File: src/rtl/instruction_fetch_unit_if.sv
// Signal bundle between the fetch unit, instruction memory, branch redirect and decode.
// The master modport is the fetch unit; the slave modport is its environment.
interface instruction_fetch_unit_if;
    logic        imem_req_valid;
    logic [31:0] imem_req_addr;
    logic        imem_req_ready;
    logic        imem_rsp_valid;
    logic [31:0] imem_rsp_data;
    logic        redirect_valid;
    logic [31:0] redirect_pc;
    logic        inst_valid;
    logic [31:0] inst_data;
    logic [31:0] inst_pc;
    logic        inst_ready;

    modport master (
        output imem_req_valid, imem_req_addr, inst_valid, inst_data, inst_pc,
        input  imem_req_ready, imem_rsp_valid, imem_rsp_data,
        input  redirect_valid, redirect_pc, inst_ready
    );

    modport slave (
        input  imem_req_valid, imem_req_addr, inst_valid, inst_data, inst_pc,
        output imem_req_ready, imem_rsp_valid, imem_rsp_data,
        output redirect_valid, redirect_pc, inst_ready
    );
endinterface

File: src/rtl/instruction_fetch_unit.sv
// Sequential instruction prefetcher: credit-limited requests into a DEPTH-entry FIFO,
// with branch redirects flushing the queue and dropping responses still in flight.
module instruction_fetch_unit #(
    parameter int unsigned DEPTH    = 4,
    parameter logic [31:0] RESET_PC = 32'h0000_0000
) (
    input logic                      clk,
    input logic                      rst,
    instruction_fetch_unit_if.master ifu_io
);
    localparam int unsigned        PTR_W   = $clog2(DEPTH);
    localparam int unsigned        CNT_W   = PTR_W + 1;
    localparam logic [CNT_W-1:0]   DEPTH_C = CNT_W'(DEPTH);

    localparam logic [1:0] FETCH   = 2'd0;
    localparam logic [1:0] FULL    = 2'd1;
    localparam logic [1:0] DISCARD = 2'd2;

    logic [1:0]       state_q, state_d;
    logic [31:0]      pc_q, pc_d;
    logic [31:0]      rsp_pc_q, rsp_pc_d;
    logic [CNT_W-1:0] outst_q, outst_d;
    logic [CNT_W-1:0] discard_q, discard_d;
    logic [CNT_W-1:0] count_q, count_d;
    logic [PTR_W-1:0] wr_ptr_q, wr_ptr_d;
    logic [PTR_W-1:0] rd_ptr_q, rd_ptr_d;
    logic [CNT_W:0]   credits_d;

    logic [31:0] data_mem [DEPTH];
    logic [31:0] pc_mem   [DEPTH];

    logic        req_valid;
    logic        inst_valid;
    logic        acc;
    logic        rsp_take;
    logic        q_wr;
    logic        q_rd;
    logic [31:0] redirect_target;
    logic [1:0]  unused_redirect_lsbs;

    assign req_valid       = (state_q == FETCH) && !rst;
    assign inst_valid      = (count_q != '0);
    assign acc             = req_valid && ifu_io.imem_req_ready;
    // With nothing outstanding a response cannot belong to us (e.g. left over from before reset).
    assign rsp_take        = ifu_io.imem_rsp_valid && (outst_q != '0);
    assign q_wr            = rsp_take && !ifu_io.redirect_valid && (discard_q == '0);
    assign q_rd            = inst_valid && ifu_io.inst_ready;
    assign redirect_target = {ifu_io.redirect_pc[31:2], 2'b00};
    assign unused_redirect_lsbs = ifu_io.redirect_pc[1:0];

    assign ifu_io.imem_req_valid = req_valid;
    assign ifu_io.imem_req_addr  = pc_q;
    assign ifu_io.inst_valid     = inst_valid;
    assign ifu_io.inst_data      = inst_valid ? data_mem[rd_ptr_q] : '0;
    assign ifu_io.inst_pc        = inst_valid ? pc_mem[rd_ptr_q]   : '0;

    always_comb begin
        state_d   = state_q;
        pc_d      = pc_q;
        rsp_pc_d  = rsp_pc_q;
        discard_d = discard_q;
        count_d   = count_q;
        wr_ptr_d  = wr_ptr_q;
        rd_ptr_d  = rd_ptr_q;
        credits_d = '0;
        outst_d   = outst_q + CNT_W'(acc) - CNT_W'(rsp_take);

        if (ifu_io.redirect_valid) begin
            // Everything still in flight after this edge was fetched down the old path.
            pc_d      = redirect_target;
            rsp_pc_d  = redirect_target;
            discard_d = outst_d;
            count_d   = '0;
            wr_ptr_d  = '0;
            rd_ptr_d  = '0;
            state_d   = (outst_d != '0) ? DISCARD : FETCH;
        end else begin
            if (acc) begin
                pc_d = pc_q + 32'd4;
            end
            if (q_wr) begin
                wr_ptr_d = wr_ptr_q + 1'b1;
                rsp_pc_d = rsp_pc_q + 32'd4;
            end
            if (q_rd) begin
                rd_ptr_d = rd_ptr_q + 1'b1;
            end
            count_d = count_q + CNT_W'(q_wr) - CNT_W'(q_rd);
            if (rsp_take && (discard_q != '0)) begin
                discard_d = discard_q - 1'b1;
            end
            credits_d = {1'b0, count_d} + {1'b0, outst_d};
            if (state_q == DISCARD) begin
                state_d = (discard_d == '0) ? FETCH : DISCARD;
            end else begin
                state_d = (credits_d >= {1'b0, DEPTH_C}) ? FULL : FETCH;
            end
        end
    end

    always_ff @(posedge clk or posedge rst) begin
        if (rst) begin
            state_q   <= FETCH;
            pc_q      <= RESET_PC;
            rsp_pc_q  <= RESET_PC;
            outst_q   <= '0;
            discard_q <= '0;
            count_q   <= '0;
            wr_ptr_q  <= '0;
            rd_ptr_q  <= '0;
        end else begin
            state_q   <= state_d;
            pc_q      <= pc_d;
            rsp_pc_q  <= rsp_pc_d;
            outst_q   <= outst_d;
            discard_q <= discard_d;
            count_q   <= count_d;
            wr_ptr_q  <= wr_ptr_d;
            rd_ptr_q  <= rd_ptr_d;
        end
    end

    // Queue storage needs no reset: outputs are masked while the queue is empty.
    always_ff @(posedge clk) begin
        if (q_wr) begin
            data_mem[wr_ptr_q] <= ifu_io.imem_rsp_data;
            pc_mem[wr_ptr_q]   <= rsp_pc_q;
        end
    end
endmodule
File: src/flat_wrapper.sv
// flat-port wrapper written by rule: the top's interface ports become plain ports
module instruction_fetch_unit_flat 
#(
    parameter int unsigned DEPTH    = 4,
    parameter logic [31:0] RESET_PC = 32'h0000_0000
)
  (clk, rst, ifu_io_imem_req_valid, ifu_io_imem_req_addr, ifu_io_inst_valid, ifu_io_inst_data, ifu_io_inst_pc, ifu_io_imem_req_ready, ifu_io_imem_rsp_valid, ifu_io_imem_rsp_data, ifu_io_redirect_valid, ifu_io_redirect_pc, ifu_io_inst_ready);
  instruction_fetch_unit_if ifu_io_i ();
  input logic clk;
  input logic rst;
  output wire logic [$bits(ifu_io_i.imem_req_valid)-1:0] ifu_io_imem_req_valid;
  output wire logic [$bits(ifu_io_i.imem_req_addr)-1:0] ifu_io_imem_req_addr;
  output wire logic [$bits(ifu_io_i.inst_valid)-1:0] ifu_io_inst_valid;
  output wire logic [$bits(ifu_io_i.inst_data)-1:0] ifu_io_inst_data;
  output wire logic [$bits(ifu_io_i.inst_pc)-1:0] ifu_io_inst_pc;
  input wire logic [$bits(ifu_io_i.imem_req_ready)-1:0] ifu_io_imem_req_ready;
  input wire logic [$bits(ifu_io_i.imem_rsp_valid)-1:0] ifu_io_imem_rsp_valid;
  input wire logic [$bits(ifu_io_i.imem_rsp_data)-1:0] ifu_io_imem_rsp_data;
  input wire logic [$bits(ifu_io_i.redirect_valid)-1:0] ifu_io_redirect_valid;
  input wire logic [$bits(ifu_io_i.redirect_pc)-1:0] ifu_io_redirect_pc;
  input wire logic [$bits(ifu_io_i.inst_ready)-1:0] ifu_io_inst_ready;
  assign ifu_io_imem_req_valid = ifu_io_i.imem_req_valid;
  assign ifu_io_imem_req_addr = ifu_io_i.imem_req_addr;
  assign ifu_io_inst_valid = ifu_io_i.inst_valid;
  assign ifu_io_inst_data = ifu_io_i.inst_data;
  assign ifu_io_inst_pc = ifu_io_i.inst_pc;
  assign ifu_io_i.imem_req_ready = ifu_io_imem_req_ready;
  assign ifu_io_i.imem_rsp_valid = ifu_io_imem_rsp_valid;
  assign ifu_io_i.imem_rsp_data = ifu_io_imem_rsp_data;
  assign ifu_io_i.redirect_valid = ifu_io_redirect_valid;
  assign ifu_io_i.redirect_pc = ifu_io_redirect_pc;
  assign ifu_io_i.inst_ready = ifu_io_inst_ready;
  instruction_fetch_unit #(.DEPTH(DEPTH), .RESET_PC(RESET_PC)) u_core (.clk(clk), .rst(rst), .ifu_io(ifu_io_i));
endmodule
File: config.mk
export PLATFORM = sky130hd
export DESIGN_NAME = instruction_fetch_unit_flat
export DESIGN_NICKNAME = d
export VERILOG_FILES = /design/src/rtl/instruction_fetch_unit_if.sv /design/src/rtl/instruction_fetch_unit.sv /design/src/flat_wrapper.sv
export SDC_FILE = /design/constraint.sdc
export NUM_CORES = 1
export LEC_CHECK = 0
export BUFFER_PORTS_ARGS = -buffer_cell sky130_fd_sc_hd__buf_2
export CAP_MARGIN = 10
export CORE_UTILIZATION = 53
export CTS_CLUSTER_DIAMETER = 50
export DETAILED_ROUTE_END_ITERATION = 6
export PLACE_DENSITY = 0.88
export SYNTH_ARGS = -nofsm -noshare
export SYNTH_HDL_FRONTEND = slang
export SYNTH_SLANG_ARGS = --single-unit
File: constraint.sdc
create_clock -name clk -period 3.1 [get_ports clk]
set_input_delay 0 -clock clk [delete_from_list [all_inputs] [get_ports clk]]
set_output_delay 0 -clock clk [all_outputs]
set_load 0.01 [all_outputs]
==> run metrics <==
Peak VDD IR=a little over 700 uV; YS warnings=0; Req. time, crit path=3.48 ns; Final Slew Violations=0; CP Capture Type=register; Row Count=59; RSZ-0062 raised after global routing=false; leakage=between 6 and 7 nW; Tcrit/Tclk final=a little over nine tenths; Area contributors post-synth=edfxtp_1 (53%), dfrtp_1 (13%), mux4_2 (10%), and2_1 (3.3%), nand4_1 (1.3%); Pwr Density=approximately 740 nW/um2; #FFs+latches synth=approximately 320; Layout fillers=1,714; GP Congestion=just under 0.9; chip width=approximately 160 um; grt peak-use layer=met2; H-tree levels=2; M1 GR Usage=33.7%; area leader, netlist=edfxtp_1; layout cell share with drive strength beyond 1=28.2%; commonest non-fill, non-tap cell in the layout=edfxtp_1; Tot Pwr=12.7 mW; die height=165 um; worst path cell trace=inv_1 -> ha_1 -> nand2b_1 -> or3_1 -> clkinvlp_4 -> ha_1 -> fa_1 -> xnor2_1 -> ha_1 -> nor3_1 -> a21boi_0; Final ANT Viol Nets=0; CTS buffer count=37; minimum clock period=3.01 ns; first-pass GRT wire length=51.7 mm; Setup TNS=0 ns; clk_skew=0.0265 ns; Starting Density=a little over half; worst skew pair latency=0.52 ns; r2r endpoint=u_core.state_q[0]; # diodes=0; R2R setup slack=0.09 ns; clock slew at reported path FFs=0.06 ns; cell mode on critical path=ha_1; status=finished, final reports clean; Worst setup SP type=register; most used flip-flop cell after synthesis=edfxtp_1; DRC viols=0; met2 Use GR=43.3%; Post-synth EDFFs=248; cell count of the worst reg-to-reg path=11; Worst Hold Path Cells=4; PortBufs=161; num ports=168; Synth top area share=53.1%; Routed WL per cell=~23 um; post-synthesis cell type count=50; final setup vio count=0; area of the multi-input gates=4440 um2; fmax=333 MHz; initial antenna violation count=0; gr ovfl total=0; Synth-to-Final Area Change=22.5%; Final Hold Vio Count=0; Nets=approximately 1,200; Max stage delay on crit path=0.40 ns; part of the Yosys area used for sequential elements=between 60 and 70%; Via density=6.23; Detailed Routing Iterations Pass 1=7; Final HPWL DP=20.5 mm; max_slew headroom=a little under half; Max Cap Violations=0; Storage cell area=9330 um2; Worst Hold Path EP=u_core.rsp_pc_q[28]; Vias=9,364; Max Fanout on Critical Path=9; Crit Path Class=reg2reg; Gate Count Post-Synth=900; Clock Tree Root=clkbuf_16; Synth Cell Area=14,000 um2; most frequent cells in the layout=edfxtp_1 (248), buf_2 (161), dfrtp_1 (73); grt met3 use=4.17%; CTS max path bufs=3; Mean Syn Cell Area=approximately 16 um2; vias in the first global route=about 9,300; Worst Path Arrival=3.39 ns; DIE AREA=27,100 um2; CP max-delay cell=dfrtp_1; Worst Hold Launch=ifu_io_redirect_pc[28]; final wirelength=roughly 34 mm; Worst Max-Slew Pin Slew=0.781 ns; GRT Overall Usage=25.4%; largest net degree at the start of global routing=65; Hold/Removal Path Class=in2reg; violation count after the first detailed-route iteration=1,105; FF-to-FF Start=u_core.discard_q[0]; # clock sinks=323; CTS tree=yes; Post-synth ARST share=23.2%; core area=26,000 um2
## synthesized netlist by cell type (5+ instances only)
cell      instances
a211oi_1         18
a21oi_1           8
a311oi_1          8
a31oi_1          22
and2_1           74
and3_1           10
and4_1           19
buf_2             5
buf_4             5
clkbuf_1         29
dfrtp_1          75
edfxtp_1        248
ha_1             14
inv_1            22
mux2_2           11
mux4_2           62
nand2_1          25
nand3_1          22
nand4_1          29
nor2_1           36
nor2b_1           7
nor3_1           15
nor4_1           21
o21ai_0          10
o31a_1            5
o31ai_1          19
or3_1             7
or4_1            16
xnor2_1          18
xor2_1            6
## cells by family after synthesis
kind of cell	after synthesis	share of synthesized area, %
DFF	323	66.5
and+or+nand+nor	295	12.5
AOI/OAI and AO/OA	101	5.09
muxes	73	10.8
buffers and inverters	67	1.98
xor gates and xnor gates	24	1.50
adders and majority gates	16	1.54
other	1	0.0267
## repair_timing
item	CTS	global route
hold endpoints to repair	214	0
resized for setup	0	2
buffers inserted	0	0
hold buffers	63	0
endpoints found under the setup margin	0	1
## layer usage
metal  share of wire, %  wire length, um
met5                  0                0
met4                2.5              851
met3                9.2             3130
met2                 50            17000
met1                 38            13000
## worst max path at each step
| stage | startpoint | end | slack (ns) | depth (start not counted) |
|---|---|---|---|---|
| finish | u_core.discard_q[0] | u_core.state_q[0] | 0.09 | 11 |
| global route | u_core.outst_q[1] | u_core.state_q[0] | 0.03 | 11 |
| CTS | u_core.outst_q[1] | u_core.state_q[0] | 0.1 | 11 |
| detailed placement | u_core.outst_q[1] | u_core.state_q[0] | 0.10 | 11 |
| global placement | u_core.outst_q[1] | u_core.state_q[0] | 0.31 | 11 |
| floorplan | u_core.count_q[1] | u_core.state_q[0] | 0.34 | 11 |
## per-stage QoR
stage	cell area [um2]	hold WS [ns]	setup slack, ns	utilization, %	instances
after CTS	17200	0.0124	0.0958	66.1	1504
after floorplan	14000	0.0467	0.341	-	903
final	17200	0.0557	0.0934	66.1	1504
after global placement	15300	0.124	0.310	59.0	1376
after global routing	17200	0.0577	0.0329	66.1	1504
after detailed placement	15300	0.136	0.101	59.0	1376
## where the power goes
part	switching (mW)	internal, mW	leakage, nW
Sequential	0.397	4.94	3.10
Clock	1.76	2.49	0.590
Combinational	1.57	1.52	2.47
## worst max-delay path: cells and delay by family, from the launching register on
kind	cells	cell delay, ns
AOI/OAI and AO/OA	1	0.11
xor gates and xnor gates	1	0.24
adders and majority gates	4	1.14
buffers and inverters	2	0.32
DFF	1	0.40
and+or+nand+nor	3	0.65
## sequential cells by signal (all words and copies together) (netlist names)
name                         flops
u_core.wr_ptr_q                  2
u_core.outst_q                   3
u_core.state_q                   2
u_core.count_q                   3
u_core.rd_ptr_q                  2
u_core.rsp_pc_q                 30
u_core.discard_q                 3
u_core.data_mem                128
u_core.ifu_io.imem_req_addr     30
u_core.pc_mem                  120
## final cells by class
cell class | count | share of cell area [%]
Clock inverter | 24 | 1.22
Tap cell | 335 | 2.44
Clock buffer | 41 | 5.73
Sequential cell | 323 | 54.3
Multi-Input combinational cell | 513 | 25.9
Timing Repair Buffer | 243 | 9.85
Inverter | 25 | 0.576
(Power assumes the default switching activity.)
